===== config.mk =====
export PLATFORM = sky130hd
export DESIGN_NAME = conv_window_ctrl
export DESIGN_NICKNAME = d
export VERILOG_FILES = /design/src/rtl/conv_pkg.sv /design/src/rtl/wrap_counter.sv /design/src/rtl/conv_window_ctrl.sv
export SDC_FILE = /design/constraint.sdc
export NUM_CORES = 1
export LEC_CHECK = 0
export ABC_AREA = 1
export BUFFER_PORTS_ARGS = -buffer_cell sky130_fd_sc_hd__buf_2
export CORE_MARGIN = 2
export CORE_UTILIZATION = 58
export DETAILED_ROUTE_END_ITERATION = 8
export GPL_ROUTABILITY_DRIVEN = 0
export PLACE_DENSITY_LB_ADDON = 0.1
export SLEW_MARGIN = 0
export SYNTH_ARGS = -nofsm -noshare
export SYNTH_HDL_FRONTEND = slang
export SYNTH_SLANG_ARGS = --single-unit
export TNS_END_PERCENT = 10

===== constraint.sdc =====
create_clock -name clock -period 3.69 [get_ports clock]
set_clock_uncertainty 0.1 [all_clocks]
set_input_delay 0.738 -clock clock [delete_from_list [all_inputs] [get_ports clock]]
set_output_delay 0.738 -clock clock [all_outputs]
set_load 0.03 [all_outputs]

===== src/rtl/conv_pkg.sv =====
// -----------------------------------------------------------------------------
// conv_pkg
// Shared definitions for the convolution window controller:
//   - state_t : controller FSM states (IDLE / RUN / DRAIN)
//   - cw_of() : coordinate counter width for a given image edge length
// -----------------------------------------------------------------------------
package conv_pkg;

    typedef enum logic [1:0] {
        ST_IDLE  = 2'd0,
        ST_RUN   = 2'd1,
        ST_DRAIN = 2'd2
    } state_t;

    // Width needed to hold coordinates 0..n-1. Never returns 0 so that a
    // degenerate 1-pixel image still gets a legal 1-bit vector.
    function automatic int cw_of(input int n);
        if (n <= 2) begin
            return 1;
        end
        return $clog2(n);
    endfunction

endpackage


===== src/rtl/wrap_counter.sv =====
// -----------------------------------------------------------------------------
// wrap_counter
// Modulo-MODULUS up-counter with synchronous clear and enable.
// Ports:
//   clock    in   clock, counts on posedge
//   reset_n  in   asynchronous active-low reset (count -> 0)
//   i_clear  in   synchronous clear to 0 (has priority over i_enable)
//   i_enable in   advance the count by one
//   o_count  out  current count, 0..MODULUS-1
//   o_wrap   out  combinational: this enabled step wraps MODULUS-1 -> 0
// -----------------------------------------------------------------------------
module wrap_counter
    import conv_pkg::*;
#(
    parameter int MODULUS = 11,
    parameter int WIDTH   = cw_of(MODULUS)
) (
    input  logic             clock,
    input  logic             reset_n,
    input  logic             i_clear,
    input  logic             i_enable,
    output logic [WIDTH-1:0] o_count,
    output logic             o_wrap
);

    localparam logic [WIDTH-1:0] LAST = WIDTH'(MODULUS - 1);

    logic [WIDTH-1:0] r_count;
    logic             w_at_last;

    assign w_at_last = (r_count == LAST);

    always_ff @(posedge clock or negedge reset_n) begin
        if (!reset_n) begin
            r_count <= '0;
        end else if (i_clear) begin
            r_count <= '0;
        end else if (i_enable) begin
            r_count <= w_at_last ? '0 : r_count + WIDTH'(1);
        end
    end

    assign o_count = r_count;
    assign o_wrap  = i_enable && !i_clear && w_at_last;

endmodule


===== src/rtl/conv_window_ctrl.sv =====
// -----------------------------------------------------------------------------
// conv_window_ctrl
// Sequencing controller for a line-buffer based sliding-window convolution.
// Counts raster pixels of an imageWidth x imageWidth frame, advances the
// external line buffers through shift_enable, and announces each complete
// filterWidth x filterWidth window (top-left coordinate) to the downstream MAC
// with a valid/ready handshake. No pixel data passes through this block.
// Ports:
//   clock        in   single clock, posedge
//   reset_n      in   asynchronous active-low reset
//   start        in   begin a frame (only looked at in IDLE)
//   in_valid     in   upstream pixel available
//   in_ready     out  controller accepts a pixel this cycle
//   shift_enable out  line-buffer shift, high exactly on accepted pixels
//   out_valid    out  a complete window sits in the line buffers
//   out_ready    in   downstream consumes the window
//   win_row      out  top row of the presented window
//   win_col      out  left column of the presented window
//   busy         out  state is not IDLE
//   frame_done   out  one-cycle pulse when the frame has fully drained
// -----------------------------------------------------------------------------
module conv_window_ctrl
    import conv_pkg::*;
#(
    parameter  int bitwidth    = 8,
    parameter  int imageWidth  = 11,
    parameter  int filterWidth = 3,
    localparam int CW          = cw_of(imageWidth)
) (
    input  logic          clock,
    input  logic          reset_n,
    input  logic          start,
    input  logic          in_valid,
    output logic          in_ready,
    output logic          shift_enable,
    output logic          out_valid,
    input  logic          out_ready,
    output logic [CW-1:0] win_row,
    output logic [CW-1:0] win_col,
    output logic          busy,
    output logic          frame_done
);

    // Pixel width belongs to the external line buffers; only sanity-checked here.
    if (bitwidth < 1 || filterWidth < 1 || filterWidth > imageWidth) begin : g_bad_params
        $error("conv_window_ctrl: illegal bitwidth/filterWidth/imageWidth combination");
    end

    localparam logic [CW-1:0] FW_M1 = CW'(filterWidth - 1);

    state_t        r_state;
    state_t        w_state_next;

    logic [CW-1:0] w_row;
    logic [CW-1:0] w_col;
    logic          w_col_wrap;
    logic          w_row_wrap;

    logic          w_start_frame;
    logic          w_accept;
    logic          w_win_complete;
    logic          w_win_taken;

    logic          r_out_valid;
    logic [CW-1:0] r_win_row;
    logic [CW-1:0] r_win_col;
    logic          r_frame_done;

    assign w_start_frame  = (r_state == ST_IDLE) && start;
    assign w_accept       = in_valid && in_ready;
    assign w_win_taken    = r_out_valid && out_ready;
    // The window whose bottom-right pixel is being accepted right now.
    assign w_win_complete = w_accept && (w_row >= FW_M1) && (w_col >= FW_M1);

    // ---------------------------------------------------------------- counters
    wrap_counter #(
        .MODULUS (imageWidth),
        .WIDTH   (CW)
    ) u_col_cnt (
        .clock    (clock),
        .reset_n  (reset_n),
        .i_clear  (w_start_frame),
        .i_enable (w_accept),
        .o_count  (w_col),
        .o_wrap   (w_col_wrap)
    );

    // Row advances on column wrap; its own wrap marks the last pixel of the frame.
    wrap_counter #(
        .MODULUS (imageWidth),
        .WIDTH   (CW)
    ) u_row_cnt (
        .clock    (clock),
        .reset_n  (reset_n),
        .i_clear  (w_start_frame),
        .i_enable (w_col_wrap),
        .o_count  (w_row),
        .o_wrap   (w_row_wrap)
    );

    // ------------------------------------------------------------- FSM: state
    always_ff @(posedge clock or negedge reset_n) begin
        if (!reset_n) begin
            r_state <= ST_IDLE;
        end else begin
            r_state <= w_state_next;
        end
    end

    // -------------------------------------------------------- FSM: next state
    always_comb begin
        w_state_next = r_state;
        case (r_state)
            ST_IDLE: begin
                if (start) begin
                    w_state_next = ST_RUN;
                end
            end
            ST_RUN: begin
                if (w_row_wrap) begin
                    w_state_next = ST_DRAIN;
                end
            end
            ST_DRAIN: begin
                if (!r_out_valid || out_ready) begin
                    w_state_next = ST_IDLE;
                end
            end
            default: begin
                w_state_next = ST_IDLE;
            end
        endcase
    end

    // ----------------------------------------------------------- FSM: outputs
    // A pixel may be taken only if the window slot is free or freed this cycle,
    // so a completing pixel can never overwrite an unconsumed window.
    always_comb begin
        busy     = (r_state != ST_IDLE);
        in_ready = (r_state == ST_RUN) && (!r_out_valid || out_ready);
    end

    assign shift_enable = w_accept;

    // ------------------------------------------------------- window register
    always_ff @(posedge clock or negedge reset_n) begin
        if (!reset_n) begin
            r_out_valid <= 1'b0;
            r_win_row   <= '0;
            r_win_col   <= '0;
        end else if (w_win_complete) begin
            r_out_valid <= 1'b1;
            r_win_row   <= w_row - FW_M1;
            r_win_col   <= w_col - FW_M1;
        end else if (w_win_taken) begin
            r_out_valid <= 1'b0;
        end
    end

    // Pulses in the first IDLE cycle after the last window has been consumed.
    always_ff @(posedge clock or negedge reset_n) begin
        if (!reset_n) begin
            r_frame_done <= 1'b0;
        end else begin
            r_frame_done <= (r_state == ST_DRAIN) && (!r_out_valid || out_ready);
        end
    end

    assign out_valid  = r_out_valid;
    assign win_row    = r_win_row;
    assign win_col    = r_win_col;
    assign frame_done = r_frame_done;

endmodule


==> results of run 1 <==
state kept, by name (all words and copies together), names as in the netlist:
| register | cells |
|---|---|
| u_col_cnt.o_count | 4 |
| u_row_cnt.o_count | 4 |
| win_col | 4 |
| win_row | 4 |
| r_state | 2 |
| frame_done | 1 |
| out_valid | 1 |
cells in the mapped netlist:
library cell	number
o21ai_0	5
buf_6	1
nand3_1	16
xor2_1	5
inv_1	16
nor2_4	2
buf_2	1
nand4_1	2
dfrtp_1	20
nor2_1	8
inv_2	2
nand3_4	1
nor2_2	1
nor3_1	1
ha_1	8
nand2_2	1
nand2_1	35
o21ai_1	8
power groups by stage:
stage                     registers [mW]  logic (mW)  clock network (mW)
after floorplan                    0.378       0.167                   0
after global placement             0.333       0.279                   0
after detailed placement           0.335       0.284                   0
after CTS                          0.330       0.285               0.128
after global routing               0.338       0.327               0.141
final                              0.330       0.283               0.123
routing by layer:
layer / routed length (um) / vias to the layer above / share of wire (%)
li1: - / 464 / -
met1: 955 / 385 / 51
met2: 847 / 15 / 45
met3: 65 / 0 / 3.5
met4: 0 / 0 / 0
met5: 0 / - / 0
kinds of logic (layout without fill, tap and decap cells):
family,count (synthesis),count (layout),share of synthesized area [%]
adders and majority gates,8,8,9.06
AOI/OAI and AO/OA,13,13,5.89
and+or+nand+nor,67,67,28.2
buffers and inverters,20,39,7.59
DFF,20,20,45.3
xor gates and xnor gates,5,5,3.96
area by class of cell:
type | count | area share [%]
inverters | 18 | 5.44
flip-flops and latches | 20 | 40.3
well taps | 25 | 2.52
multi-input cells | 93 | 41.9
repair buffers | 17 | 6.85
clock buffers | 4 | 2.92
per-stage QoR:
stage                     hold slack (ns)  setup slack [ns]  cell area, um^2
after floorplan                     0.342              1.64             1100
after global placement              0.364              1.34             1200
after detailed placement            0.371              1.35             1200
after CTS                           0.270              1.34             1240
after global routing                0.277              1.26             1240
final                               0.258              1.35             1240
worst max-delay path: stages:
cell and delay (ns):
buf_2 0.08, inv_1 0.03, nand2_1 0.12, nand3_4 0.20
inv_2 0.12, buf_2 0.20
worst min-delay path by stage:
stage	cells after the start	slack [ns]	to
floorplan	0	0.34	frame_done$_DFF_PN0_
global placement	2	0.36	win_col[2]$_DFFE_PN0P_
detailed placement	2	0.37	win_col[1]$_DFFE_PN0P_
CTS	1	0.27	r_state[1]$_DFFE_PN0P_
global route	1	0.28	r_state[1]$_DFFE_PN0P_
finish	1	0.26	r_state[1]$_DFFE_PN0P_
==> impl_results.md, run 1 <==
* Vias in the first global route at 723
* Die Width at 47.6 um
* Site row count at 15
* Detail Route Antenna Nets at 0
* Largest net degree at the start of global routing at 21
* DIE HEIGHT at 47.6 um
* Seq pwr share at 44.8%
* Most frequent cells in the layout: nand2_1, dfrtp_1, buf_2
* DP HPWL at 1480 um
* Yosys Warn Count at 0
* Internal Power at 0.430 mW
* Worst setup SP type: input port
* Post-CTS Hold Fix Bufs at 0
* Final Hold Vio Count at 0
* DRT Wirelength at 1870 um
* Run status: finished, final reports clean
* Maximum vdd drop at 0.432 mV
* Worst-Margin Slew at 0.424 ns
* Worst setup path endpoint: shift_enable
* Min Tclk post-route at 2.34 ns
* Worst R2R Setup Slack at 2.14 ns
* DRT iter0 DRCs at 15
* Worst slew margin at 71.7%
* Worst reg-to-reg path cell count at 8
* Clock Latency Late Sink at 0.29 ns
* Crit path launch: out_ready
* Area contributors post-synth: dfrtp_1, nand2_1, ha_1
* Final net count at 166
* Die area at 0.00227 mm^2
* H-tree Lvls at 1
* I/O Buffers at 17
* Grt met2 use at 29.7%
* Tot GR Track Use at 18.9%
* Max Clk Rate at 428 MHz
* RSZ-0062 raised after global routing: no
* GRT busiest layer: met2
* Vias at 864
* Reg-to-reg startpoint: u_row_cnt.o_count[0]$_DFFE_PN0P_
* Area occupied by multi-input gates at 520 um^2
* FF/Latch Area at 500 um^2
* GRT met3 Usage at 3.40%
* Root Buffer: clkbuf_4
* Syn_nets at 146
* Initial antenna violation count at 0
* Non-Filler Instances at 177
* Num CTS Buffers at 3
* Core Region at 0.00176 mm^2
* Maximum fanout along the worst path at 15
* Final core occ at 70.4%
* Synth Register Bits at 20
* Final setup viols at 0
* Buffer count from post-CTS setup fixing at 0
* Drt drc at 0
* Vias/cell at 4.88
* Commonest non-fill, non-tap cell in the layout: nand2_1
* Share of power burned in combinational logic at 38.4%
* Final Max Slew Viols at 0
* Grt total ovfl at 0
* Wirelength per Cell at 10.6 um
* Share of layout cells above drive strength 1 at 18.4%
* Drt pass-1 iters at 5
* Area grow syn2layout at 12.3%
* Setup Crit Path Kind: input port to primary output
* Clock share of power at 16.8%
* Starting Density at 62.6%
* CTS-repair resized insts at 0
* Syn avg cell area at 8.31 um^2
* Final Cycle Share at 63.3%
* Max Cap Viol at 0
* WP data arrival at 1.50 ns
* Fillers at 167
* Power Density at 593 mW/mm^2
* Setup TNS at 0 ns
* Reg clk slew, reported paths at 0.11 ns
* Switching Fraction at 41.7%
* First-pass GRT wire length at 3060 um
* I/O pin cnt at 18
* Global Route met1 Usage at 27.0%
* Post-Synthesis Cells at 133
* Clock Sinks at 20
* Post-synth top area share at 45.3%
* Post-Place Cells at 173
* Number of inserted diodes at 0
* CTS tree: yes
* Synthesized area at 0.00110 mm^2
* Hold Crit Class: input port to asynchronous set/reset pin
* CTS max path bufs at 2
* Largest area contributor in the netlist: dfrtp_1
* Leakage at 0.718 nW
* Crit path required time at 2.85 ns
* Reg-to-Reg End: win_row[1]$_DFFE_PN0P_
* Net Switching at 0.307 mW
* Total Power at 0.736 mW
* Cell variety after synth at 18
* Setup crit end kind: primary output
* Sequential fraction of the synthesis area at 45.3%
Power figures use the tool's default switching activity.
==> run 2: changes to the inputs <==
--- a/config.mk
+++ b/config.mk
@@ -8,7 +8,7 @@
 export ABC_AREA = 1
 export BUFFER_PORTS_ARGS = -buffer_cell sky130_fd_sc_hd__buf_2
 export CORE_MARGIN = 2
-export CORE_UTILIZATION = 58
+export CORE_UTILIZATION = 54
 export DETAILED_ROUTE_END_ITERATION = 8
 export GPL_ROUTABILITY_DRIVEN = 0
 export PLACE_DENSITY_LB_ADDON = 0.1
==> constraint.sdc (replaced) <==
create_clock -name clock -period 2.4 [get_ports clock]
set_clock_uncertainty 0.1 [all_clocks]
set_input_delay 0.48 -clock clock [delete_from_list [all_inputs] [get_ports clock]]
set_output_delay 0.48 -clock clock [all_outputs]
set_load 0.03 [all_outputs]
==> run 2 against run 1 <==
Utilization down 5.9 points; cell count is 1.7% higher; sequential cell count unchanged; final area grew 0.81%; via count is 6.6% higher; clock power rose by 56%; critical path depth down 2; combinational power up 57%; critical path type is now flop to primary output; critical endpoint unchanged.
==> impl_results.md, run 2 (synthesis gave the netlist of run 1 again) <==
* DRT Wirelength at 2140 um (+15%)
* Internal Power at 0.663 mW (+54%)
* Core Region at 0.00194 mm^2 (+10%)
* Number of inserted diodes at 0 (unchanged)
* Final Cycle Share at 78.0%
* Clock Sinks at 20 (unchanged)
* Reg clk slew, reported paths at 0.11 ns (about the same)
* Run status: finished, final reports clean
* Maximum vdd drop at 0.632 mV (+46%)
* Fillers at 178 (+6.6%)
* WP data arrival at 1.29 ns (-0.21 ns)
* Share of layout cells above drive strength 1 at 19.0% (+0.53 points)
* Net Switching at 0.482 mW (+57%)
* Commonest non-fill, non-tap cell in the layout: nand2_1
* Post-Place Cells at 176 (+1.7%)
* Wirelength per Cell at 11.9 um (+13%)
* CP max stage delay at 0.46 ns (+0.26 ns)
* Cells along the critical path: nor2_4 > nand3_4 > inv_2 > buf_2
* CTS-repair resized insts at 0 (unchanged)
* Final Hold Vio Count at 0 (unchanged)
* Die Width at 49.2 um (+3.3%)
* I/O Buffers at 17 (unchanged)
* CTS max path bufs at 2 (unchanged)
* DIE HEIGHT at 49.2 um (+3.3%)
* Num CTS Buffers at 3 (unchanged)
* First-pass GRT wire length at 3850 um (+26%)
* Clock Latency Late Sink at 0.30 ns (about the same)
* Clock share of power at 16.8% (about the same)
* RSZ-0062 raised after global routing: no
* H-tree Lvls at 1 (unchanged)
* Leakage at 0.723 nW (+0.66%)
* CP max stage cell: dfrtp_1
* Largest net degree at the start of global routing at 21 (unchanged)
* Tot GR Track Use at 20.4% (+1.5 points)
* CTS tree: yes
* Setup TNS at 0 ns (unchanged)
* Switching Fraction at 42.1% (+0.44 points)
* Setup Crit Path Kind: flop to primary output
* Root Buffer: clkbuf_4
* Post-CTS Hold Fix Bufs at 0 (unchanged)
* Worst setup SP type: flop
* Share of power burned in combinational logic at 38.7% (+0.3 points)
* Area grow syn2layout at 13.3%
* Vias in the first global route at 906 (+25%)
* Buffer count from post-CTS setup fixing at 0 (unchanged)
* Site row count at 16 (+1)
* Final Max Slew Viols at 0 (unchanged)
* Max Cap Viol at 0 (unchanged)
* Vias/cell at 5.12 (+4.8%)
* Drt pass-1 iters at 4 (-1)
* Setup crit end kind: primary output
* DRT iter0 DRCs at 24 (+9)
* Starting Density at 56.9% (-5.7 points)
* Vias at 921 (+6.6%)
* Crit path max-delay family: flip-flops
* Design Area, Final at 0.00125 mm^2 (+0.81%)
* DP HPWL at 1640 um (+11%)
* Most frequent cells in the layout: nand2_1, dfrtp_1, buf_2
* Maximum fanout along the worst path at 4 (-11)
* Non-Filler Instances at 180 (+1.7%)
* Cell Area, Placed at 0.00121 mm^2 (+0.83%)
* Drt drc at 0 (unchanged)
* Crit path required time at 1.82 ns (-1.03 ns)
* Max Clk Rate at 534 MHz
* Grt total ovfl at 0 (unchanged)
* Worst-Margin Slew at 0.446 ns (+0.0215 ns)
* Worst slew margin at 70.3% (-1.4 points)
* I/O pin cnt at 18 (unchanged)
* Final setup viols at 0 (unchanged)
* Initial antenna violation count at 0 (unchanged)
* Die area at 0.00242 mm^2 (+6.8%)
* Worst Path Buf+Inv at 2 (-2)
* Seq pwr share at 44.5% (-0.3 points)
* Final net count at 167 (+0.60%)
* Hold Crit Class: input port to asynchronous set/reset pin
* Detail Route Antenna Nets at 0 (unchanged)
* Power Density at 916 mW/mm^2 (+54%)
* Final core occ at 64.4% (-5.9 points)
* Min Tclk post-route at 1.87 ns
## run 2: cell types whose count changed in the layout (fill, tap and decap cells not counted)
cell | previous run | this run
buf_4 | 0 | 1
## run 2: through the flow
| step | power (mW) | worst slack (ns) | hold WS (ns) |
|---|---|---|---|
| floorplan | 0.839 | 0.768 | 0.0844 |
| global placement | 0.947 | 0.733 | 0.345 |
| detailed placement | 0.962 | 0.705 | 0.349 |
| CTS | 1.16 | 0.525 | 0.0174 |
| global route | 1.24 | 0.429 | 0.0212 |
| finish | 1.15 | 0.527 | 0.00863 |
## run 2: final cells by class
type	count	area (um^2)	area share (%)
Inverter	18	67.6	5.40
Sequential cell	20	500	40.0
Timing Repair Buffer	18	92.6	7.40
Clock buffer	4	36.3	2.90
Tap cell	27	33.8	2.70
Multi-Input combinational cell	93	520	41.6
## run 2: final timing paths
check,start,end,slack (ns),depth (start not counted)
max,r_state[1]$_DFFE_PN0P_,shift_enable,0.53,4
min,reset_n,frame_done$_DFF_PN0_,0.009,1
max reg2reg,u_row_cnt.o_count[0]$_DFFE_PN0P_,win_col[3]$_DFFE_PN0P_,0.82,8
min reg2reg,win_row[1]$_DFFE_PN0P_,win_row[1]$_DFFE_PN0P_,0.39,2
max in group asynchronous,reset_n,u_col_cnt.o_count[1]$_DFFE_PN0P_,1.88,1
min in group clock,out_ready,r_state[1]$_DFFE_PN0P_,0.37,4
## run 2: layer usage
metal  global-route usage [%]  vias to the layer above  share of wire (%)
met5                        0                        -                  0
met4                     8.57                        0                1.3
met3                     3.07                        4                4.1
met2                     32.7                       23                 49
met1                     27.4                      434                 46
li1                         -                      460                  -
## run 2: power by group through the flow
stage	clock network, mW	logic (mW)	registers, mW
5_1_grt	0.216	0.499	0.525
3_5_place_dp	0	0.445	0.517
2_1_floorplan	0	0.257	0.581
3_3_place_gp	0	0.434	0.513
6_report	0.192	0.443	0.510
4_1_cts	0.199	0.447	0.510
